[src/rtl/rv_pkg.sv]
// Shared RV32I definitions: register file geometry and the index/word types
// that the decoder also uses for its rs1/rs2/rd fields.
package rv_pkg;
    localparam int XLEN = 32;
    localparam int NREG = 32;
    localparam int AW   = $clog2(NREG);

    typedef logic [AW-1:0]   reg_idx_t;
    typedef logic [XLEN-1:0] xword_t;

    localparam reg_idx_t REG_ZERO = '0;
endpackage

[src/rtl/rv_regfile_if.sv]
// Register file access bundle: one write port from writeback and two read
// ports toward ID/EX. The pipeline side is the master; the register file is
// the slave.
interface rv_regfile_if;
    import rv_pkg::*;

    logic     WE;
    reg_idx_t WNUM;
    xword_t   WDATA;
    reg_idx_t RNUM1;
    xword_t   RDATA1;
    reg_idx_t RNUM2;
    xword_t   RDATA2;

    modport master (
        output WE, WNUM, WDATA, RNUM1, RNUM2,
        input  RDATA1, RDATA2
    );

    modport slave (
        input  WE, WNUM, WDATA, RNUM1, RNUM2,
        output RDATA1, RDATA2
    );
endinterface

[src/rtl/rv_rf_rdport.sv]
// One combinational read port of the register file. x0 and reset force zero;
// with BYPASS set, a write to the same register in this cycle is forwarded
// so that writeback-to-decode needs no stall.
module rv_rf_rdport
    import rv_pkg::*;
#(
    parameter int BYPASS = 1
) (
    input  logic     rst,
    input  logic     we,
    input  reg_idx_t wnum,
    input  xword_t   wdata,
    input  xword_t   regs [1:NREG-1],
    input  reg_idx_t rnum,
    output xword_t   rdata
);

    // Select forwarded, stored or zero data for the requested index.
    always_comb begin
        rdata = '0;
        if (!rst && rnum != REG_ZERO) begin
            if (BYPASS != 0 && we && wnum == rnum) begin
                rdata = wdata;
            end else begin
                // Loop select keeps every index defined without touching x0.
                for (int i = 1; i < NREG; i++) begin
                    if (rnum == reg_idx_t'(i)) rdata = regs[i];
                end
            end
        end
    end

endmodule

[src/rtl/rv_regfile.sv]
// RV32I integer register file: 31 stored registers (x0 is a constant zero),
// one synchronous write port and two identical combinational read ports.
// RST clears the array asynchronously and blanks both read ports.
module rv_regfile
    import rv_pkg::*;
#(
    parameter int BYPASS = 1
) (
    input logic         CLK,
    input logic         RST,
    rv_regfile_if.slave rf
);

    xword_t regs [1:NREG-1];

    // Storage update: async clear, otherwise commit writeback to rd (never x0).
    always_ff @(posedge CLK or posedge RST) begin
        if (RST) begin
            for (int i = 1; i < NREG; i++) regs[i] <= '0;
        end else if (rf.WE && rf.WNUM != REG_ZERO) begin
            for (int i = 1; i < NREG; i++) begin
                if (rf.WNUM == reg_idx_t'(i)) regs[i] <= rf.WDATA;
            end
        end
    end

    rv_rf_rdport #(.BYPASS(BYPASS)) u_rd1 (
        .rst   (RST),
        .we    (rf.WE),
        .wnum  (rf.WNUM),
        .wdata (rf.WDATA),
        .regs  (regs),
        .rnum  (rf.RNUM1),
        .rdata (rf.RDATA1)
    );

    rv_rf_rdport #(.BYPASS(BYPASS)) u_rd2 (
        .rst   (RST),
        .we    (rf.WE),
        .wnum  (rf.WNUM),
        .wdata (rf.WDATA),
        .regs  (regs),
        .rnum  (rf.RNUM2),
        .rdata (rf.RDATA2)
    );

endmodule

[src/flat_wrapper.sv]
// flat-port wrapper written by rule: the top's interface ports become plain ports
module rv_regfile_flat import rv_pkg::*;
#(
    parameter int BYPASS = 1
)
  (CLK, RST, rf_WE, rf_WNUM, rf_WDATA, rf_RNUM1, rf_RNUM2, rf_RDATA1, rf_RDATA2);
  rv_regfile_if rf_i ();
  input logic CLK;
  input logic RST;
  input wire logic [$bits(rf_i.WE)-1:0] rf_WE;
  input wire logic [$bits(rf_i.WNUM)-1:0] rf_WNUM;
  input wire logic [$bits(rf_i.WDATA)-1:0] rf_WDATA;
  input wire logic [$bits(rf_i.RNUM1)-1:0] rf_RNUM1;
  input wire logic [$bits(rf_i.RNUM2)-1:0] rf_RNUM2;
  output wire logic [$bits(rf_i.RDATA1)-1:0] rf_RDATA1;
  output wire logic [$bits(rf_i.RDATA2)-1:0] rf_RDATA2;
  assign rf_i.WE = rf_WE;
  assign rf_i.WNUM = rf_WNUM;
  assign rf_i.WDATA = rf_WDATA;
  assign rf_i.RNUM1 = rf_RNUM1;
  assign rf_i.RNUM2 = rf_RNUM2;
  assign rf_RDATA1 = rf_i.RDATA1;
  assign rf_RDATA2 = rf_i.RDATA2;
  rv_regfile #(.BYPASS(BYPASS)) u_core (.CLK(CLK), .RST(RST), .rf(rf_i));
endmodule
[config.mk]
export PLATFORM = sky130hd
export DESIGN_NAME = rv_regfile_flat
export DESIGN_NICKNAME = d
export VERILOG_FILES = /design/src/rtl/rv_pkg.sv /design/src/rtl/rv_regfile_if.sv /design/src/rtl/rv_rf_rdport.sv /design/src/rtl/rv_regfile.sv /design/src/flat_wrapper.sv
export SDC_FILE = /design/constraint.sdc
export NUM_CORES = 2
export LEC_CHECK = 0
export CORE_MARGIN = 5
export CORE_UTILIZATION = 42
export DETAILED_ROUTE_END_ITERATION = 8
export HOLD_SLACK_MARGIN = 0.1
export PLACE_DENSITY = 0.68
export SLEW_MARGIN = 15
export SYNTH_ARGS = -nofsm -noshare
export SYNTH_HDL_FRONTEND = slang
export SYNTH_HIERARCHICAL = 1
export SYNTH_SLANG_ARGS = --single-unit
[constraint.sdc]
create_clock -name CLK -period 55.9 [get_ports CLK]
set_clock_uncertainty 0.1 [all_clocks]
set_input_delay 5.59 -clock CLK [delete_from_list [all_inputs] [get_ports CLK]]
set_output_delay 5.59 -clock CLK [all_outputs]
set_load 0.01 [all_outputs]
=== Word-level counts from Yosys, hierarchy flattened ===
Cells that the tools add are included.

* Bits of input ports: 50
* Flip-flop bits (word level): 992
* Logic and storage cells: 232

* Equal/unequal tests: 95
* Mux-type cells: 66
* Reductions and logical operators: 40

{| class="wikitable"
|+ Operator list
! operator !! count
|-
| 2-to-1 mux 32 bit || 66
|-
| equality test 5 bit (second input constant) || 48
|-
| equality test 5 x 4 -> 1 bit (second input constant) || 24
|-
| AND reduction 2 bit || 31
|-
| equality test 5 x 3 -> 1 bit (second input constant) || 12
|-
| equality test 5 x 2 -> 1 bit (second input constant) || 6
|-
| equality test 5 x 1 -> 1 bit (second input constant) || 3
|-
| nonzero test 5 bit || 3
|-
| equality test 5 bit || 2
|-
| logical AND 1 bit || 5
|-
| zero test 1 bit || 1
|}

=== Logic depth before layout (Yosys ltp) ===
* Depth after elaboration: 34
* Gate-level depth with buffers: 11
* Depth with buffers taken out: 7

=== By module ===
The synthesis kept the hierarchy.

{| class="wikitable"
|+ By module, submodules not included
! module !! cells an instance !! area each (um2) !! instances
|-
| rv_regfile || 2224 || 37094.3 || 1
|-
| rv_rf_rdport || 1218 || 7817.5 || 2
|}

=== Least setup slack after synthesis ===
No wires, ideal clock.

* Kind: input to output
* Start: in rf_RNUM1[4]
* End: out rf_RDATA1[17]
* Arrival time: 7373 ps
* Setup slack: 42837 ps
* Path buffers: 3
* Cell stages on the path: 9
* Path through: buf_4 -> or3b_1 -> buf_2 -> nor2_2 -> buf_2 -> a22oi_1 -> nand4_1 -> o221ai_1 -> a221oi_1

* Cells in the longest elaborated chain, start to end: 34
* Elaborated cells on any way between the ends: 68

{| class="wikitable"
|+ RTL lines
! element !! RTL line !! RTL
|-
| start: declaration || flat_wrapper.sv:13 || <nowiki>input wire logic [$bits(rf_i.RNUM1)-1:0] rf_RNUM1;</nowiki>
|-
| equality test 5 x 1 -> 1 bit || rv_rf_rdport.sv:27 || <nowiki>if (rnum == reg_idx_t'(i)) rdata = regs[i];</nowiki>
|-
| 2-to-1 mux 32 bit (31 in a row) || rv_rf_rdport.sv:27 ||
|-
| 2-to-1 mux 32 bit || rv_rf_rdport.sv:22 || <nowiki>if (BYPASS != 0 && we && wnum == rnum) begin</nowiki>
|-
| 2-to-1 mux 32 bit * || rv_rf_rdport.sv:21 || <nowiki>if (!rst && rnum != REG_ZERO) begin</nowiki>
|-
| end: declaration || flat_wrapper.sv:15 || <nowiki>output wire logic [$bits(rf_i.RDATA1)-1:0] rf_RDATA1;</nowiki>
|}

Mark *: on every way between the ends. The rest lies on a longest branch, timed or not.

=== Final worst setup path ===
* Start: in rf_RNUM1[0]
* End: out rf_RDATA1[5]

The elaborated chain is that of the path after synthesis.

==> results.sh <==
export IMPL_insertion_delay_ps=720
export IMPL_power_density_nw_per_um2=34.2
export IMPL_hold_viol=0
export IMPL_synth_most_common_cell="mux2_2"
export IMPL_ir_worst_vdd_uv=24.7
export IMPL_hold_buffers=0
export IMPL_viasPerCell=7.39
export IMPL_wl_per_cell_um=36.3
export IMPL_drc=8
export IMPL_cts_buffers=100
export IMPL_cts_setup_buffers=0
export IMPL_slowest_stage="nor4_1"
export IMPL_fmax_ghz=0.0608
export IMPL_die_w_um=364
export IMPL_cp_required_ps=50210
export IMPL_die_height_um=364
export IMPL_fin_cells=6324
export IMPL_synth_area_top_cells="dfrtp_1 47%, mux2_2 21%, a22oi_1 7.8%, buf_2 2.0%, a21oi_1 1.6%"
export IMPL_fillers=11258
export IMPL_num_io_pins=114
export IMPL_finalCritPeriodShare=0.294
export IMPL_timing_final_ws_setup_ps=39450
export IMPL_cts_sinks=992
export IMPL_path_common_cell="buf_4"
export IMPL_hold_class="flip-flop to flip-flop"
export IMPL_core_area_sq_um=125000
export IMPL_cts_repair_resized=0
export IMPL_largest_reg_flops=992
export IMPL_grt_pass1_vias=44840
export IMPL_start_util=0.421
export IMPL_yosys_area_top_type="dfrtp_1"
export IMPL_gr_usage_all_layers=0.334
export IMPL_pre_cts_slack_ps=39940
export IMPL_wirelength_um=230000
export IMPL_synth_cells=4660
export IMPL_violations="DRC, capacitance limit"
export IMPL_ant_nets=0
export IMPL_drt_pass1_iter_count=9
export IMPL_reg_top3="u_core/regs: 992 flops"
export IMPL_ys_ff_latch=992
export IMPL_dpl_cell_count=6130
export IMPL_status="finished, violations left"
export IMPL_drv_slew=0
export IMPL_cap_viol_max_count=1
export IMPL_ys_warn_count=6
export IMPL_num_vias=46741
export IMPL_synth_top_area_frac=0.471
export IMPL_grt_pass1_wl_um=324000
export IMPL_gp_congestion=1.04
export IMPL_rsz0062_at_grt="false"
export IMPL_root_buffer="clkbuf_16"
export IMPL_cts_tree="built"
export IMPL_r2r_start="u_core/regs[447]$_DFFE_PP0P_"
export IMPL_synth_cell_type_count=80
export IMPL_dp_hpwl_um=140000
export IMPL_timing_final_crit_period_ps=16450
export IMPL_final_nets=4633
export IMPL_num_rows=130
export IMPL_cts_buffer_depth=3
export IMPL_ys_seq_area_frac=0.471
export IMPL_cp_top_family="buffers and inverters"
export IMPL_syn_num_nets=4710
export IMPL_critPathBufInv=6
export IMPL_drtIter0Drc=8469
export IMPL_clk_pin_slew_worst_paths_ps=60
export IMPL_synth_async_reset_ratio=1.00
export IMPL_synth_ff_type="dfrtp_1"
export IMPL_overflow=0
export IMPL_criticalPathCategory="primary input to output pin"
export IMPL_numPortBuffers=113
export IMPL_min_delay_start="u_core/regs[665]$_DFFE_PP0P_"
export IMPL_syn_area_per_cell_sq_um=11.3
export IMPL_tns_ps=0
export IMPL_grt_max_degree=173
export IMPL_critPathLaunch="rf_RNUM1[0]"
export IMPL_drive_above_1_share=0.318
export IMPL_path_max_fanout=34
export IMPL_end_kind="output pin"
export IMPL_synth_edff_count=0
export IMPL_crit_path_start_kind="primary input"
export IMPL_arrival_ps=10760
export IMPL_top_register="u_core/regs"
export IMPL_finalSetupViolCount=0
export IMPL_p_leak_nw=24.7
export IMPL_antenna_found_initial=13
export IMPL_slew_headroom=0.0236
export IMPL_htree_levels=3
export IMPL_area_delta_synth_final_pct=11.7
export IMPL_syn_area_sq_um=52700
export IMPL_worstPathCellList="buf_2 > buf_4 > buf_4 > nand2b_1 > buf_4 > nor2_2 > buf_4 > a222oi_1 > a21oi_1 > nor4_1 > nor4_1 > o211a_1 > clkdlybuf4s50_1"
export IMPL_worst_pin_slew_ps=1450
export IMPL_cpPeakStageDelay_ps=1110
export IMPL_yosys_top_cells_count="997 x mux2_2, 992 x dfrtp_1, 546 x a22oi_1"
export IMPL_dieArea_sq_um=133000
[power by group]
part | total [W] | internal (W) | switching [W] | leakage, nW
sequential | 0.000980 | 0.000859 | 0.000121 | 12.7
clock | 0.000713 | 0.000405 | 0.000308 | 1.71
combinational | 0.000324 | 0.000156 | 0.000168 | 10.3
total | 0.00202 | 0.00142 | 0.000598 | 24.7
[path summary, 6_finish.rpt]
kind / cells after the start / slack [ps] / to
worst max-delay path: 13 / 39450 / rf_RDATA1[5]
worst min-delay path: 1 / 420 / u_core/regs[665]$_DFFE_PP0P_
worst max register to register: 1 / 54850 / u_core/regs[447]$_DFFE_PP0P_
worst min register to register: 1 / 420 / u_core/regs[665]$_DFFE_PP0P_
max in group asynchronous: 6 / 47040 / u_core/regs[200]$_DFFE_PP0P_
min in group asynchronous: 2 / 5560 / u_core/regs[356]$_DFFE_PP0P_
[cell type report]
class,instances,area (sq um),share of cell area
flip-flops and latches,992,24800,0.421
inverters,13,56.3,0.000956
repair buffers,283,2380,0.0404
multi-input cells,3193,26100,0.443
clock inverters,38,475,0.00807
well taps,1650,2060,0.0350
clock buffers,147,2990,0.0507
diodes,8,20.0,0.000340
[layout by cell type, fill, tap and decap left out, types with 11 or more instances in the layout]
master / count
clkbuf_8: 31
o211ai_1: 28
o21ai_0: 120
nand2b_1: 20
and3_1: 26
nor2b_1: 30
nand3_1: 126
buf_2: 14
nor2_4: 44
nor2_1: 129
nor2_2: 26
a22oi_1: 546
a22o_1: 28
a211oi_1: 20
mux2_2: 997
a221oi_1: 70
o22ai_1: 46
buf_4: 167
nand2_2: 11
a21oi_1: 164
dfrtp_1: 992
clkinv_2: 20
clkdlybuf4s50_1: 99
o31ai_1: 14
o2bb2ai_1: 12
nor4_1: 14
o221ai_1: 72
nand2_1: 189
mux2i_1: 58
nor3_1: 66
a222oi_1: 48
clkbuf_1: 16
nand4_1: 91
clkbuf_16: 100
[stage by stage]
stage / total power (W) / utilization / cell area, sq um / hold slack [ps]
detailed placement: 0.00130 / 0.443 / 55400 / 403
global route: 0.00208 / 0.470 / 58900 / 429
global placement: 0.00128 / 0.443 / 55400 / 389
floorplan: 0.00117 / - / 52700 / 375
finish: 0.00202 / 0.470 / 58900 / 417
CTS: 0.00200 / 0.470 / 58900 / 416
[routing by layer]
| metal | wire length [um] | vias up | global-route usage |
|---|---|---|---|
| met3 | 35900 | 1439 | 0.132 |
| met4 | 21400 | 8 | 0.230 |
| met5 | 72 | - | 0 |
| met2 | 92400 | 4407 | 0.477 |
| met1 | 79900 | 23045 | 0.415 |
| li1 | - | 17842 | - |
[kinds of logic after synthesis]
logic type             count (synthesis)  synth area share
AO/OA/AOI/OAI                       1272             0.176
XOR/XNOR                              10           0.00166
buffers and inverters                475            0.0422
flip-flops                           992             0.471
multiplexers                        1068             0.228
AND/OR/NAND/NOR                      843            0.0815
Note: power is estimated with default switching activity, not from simulation.
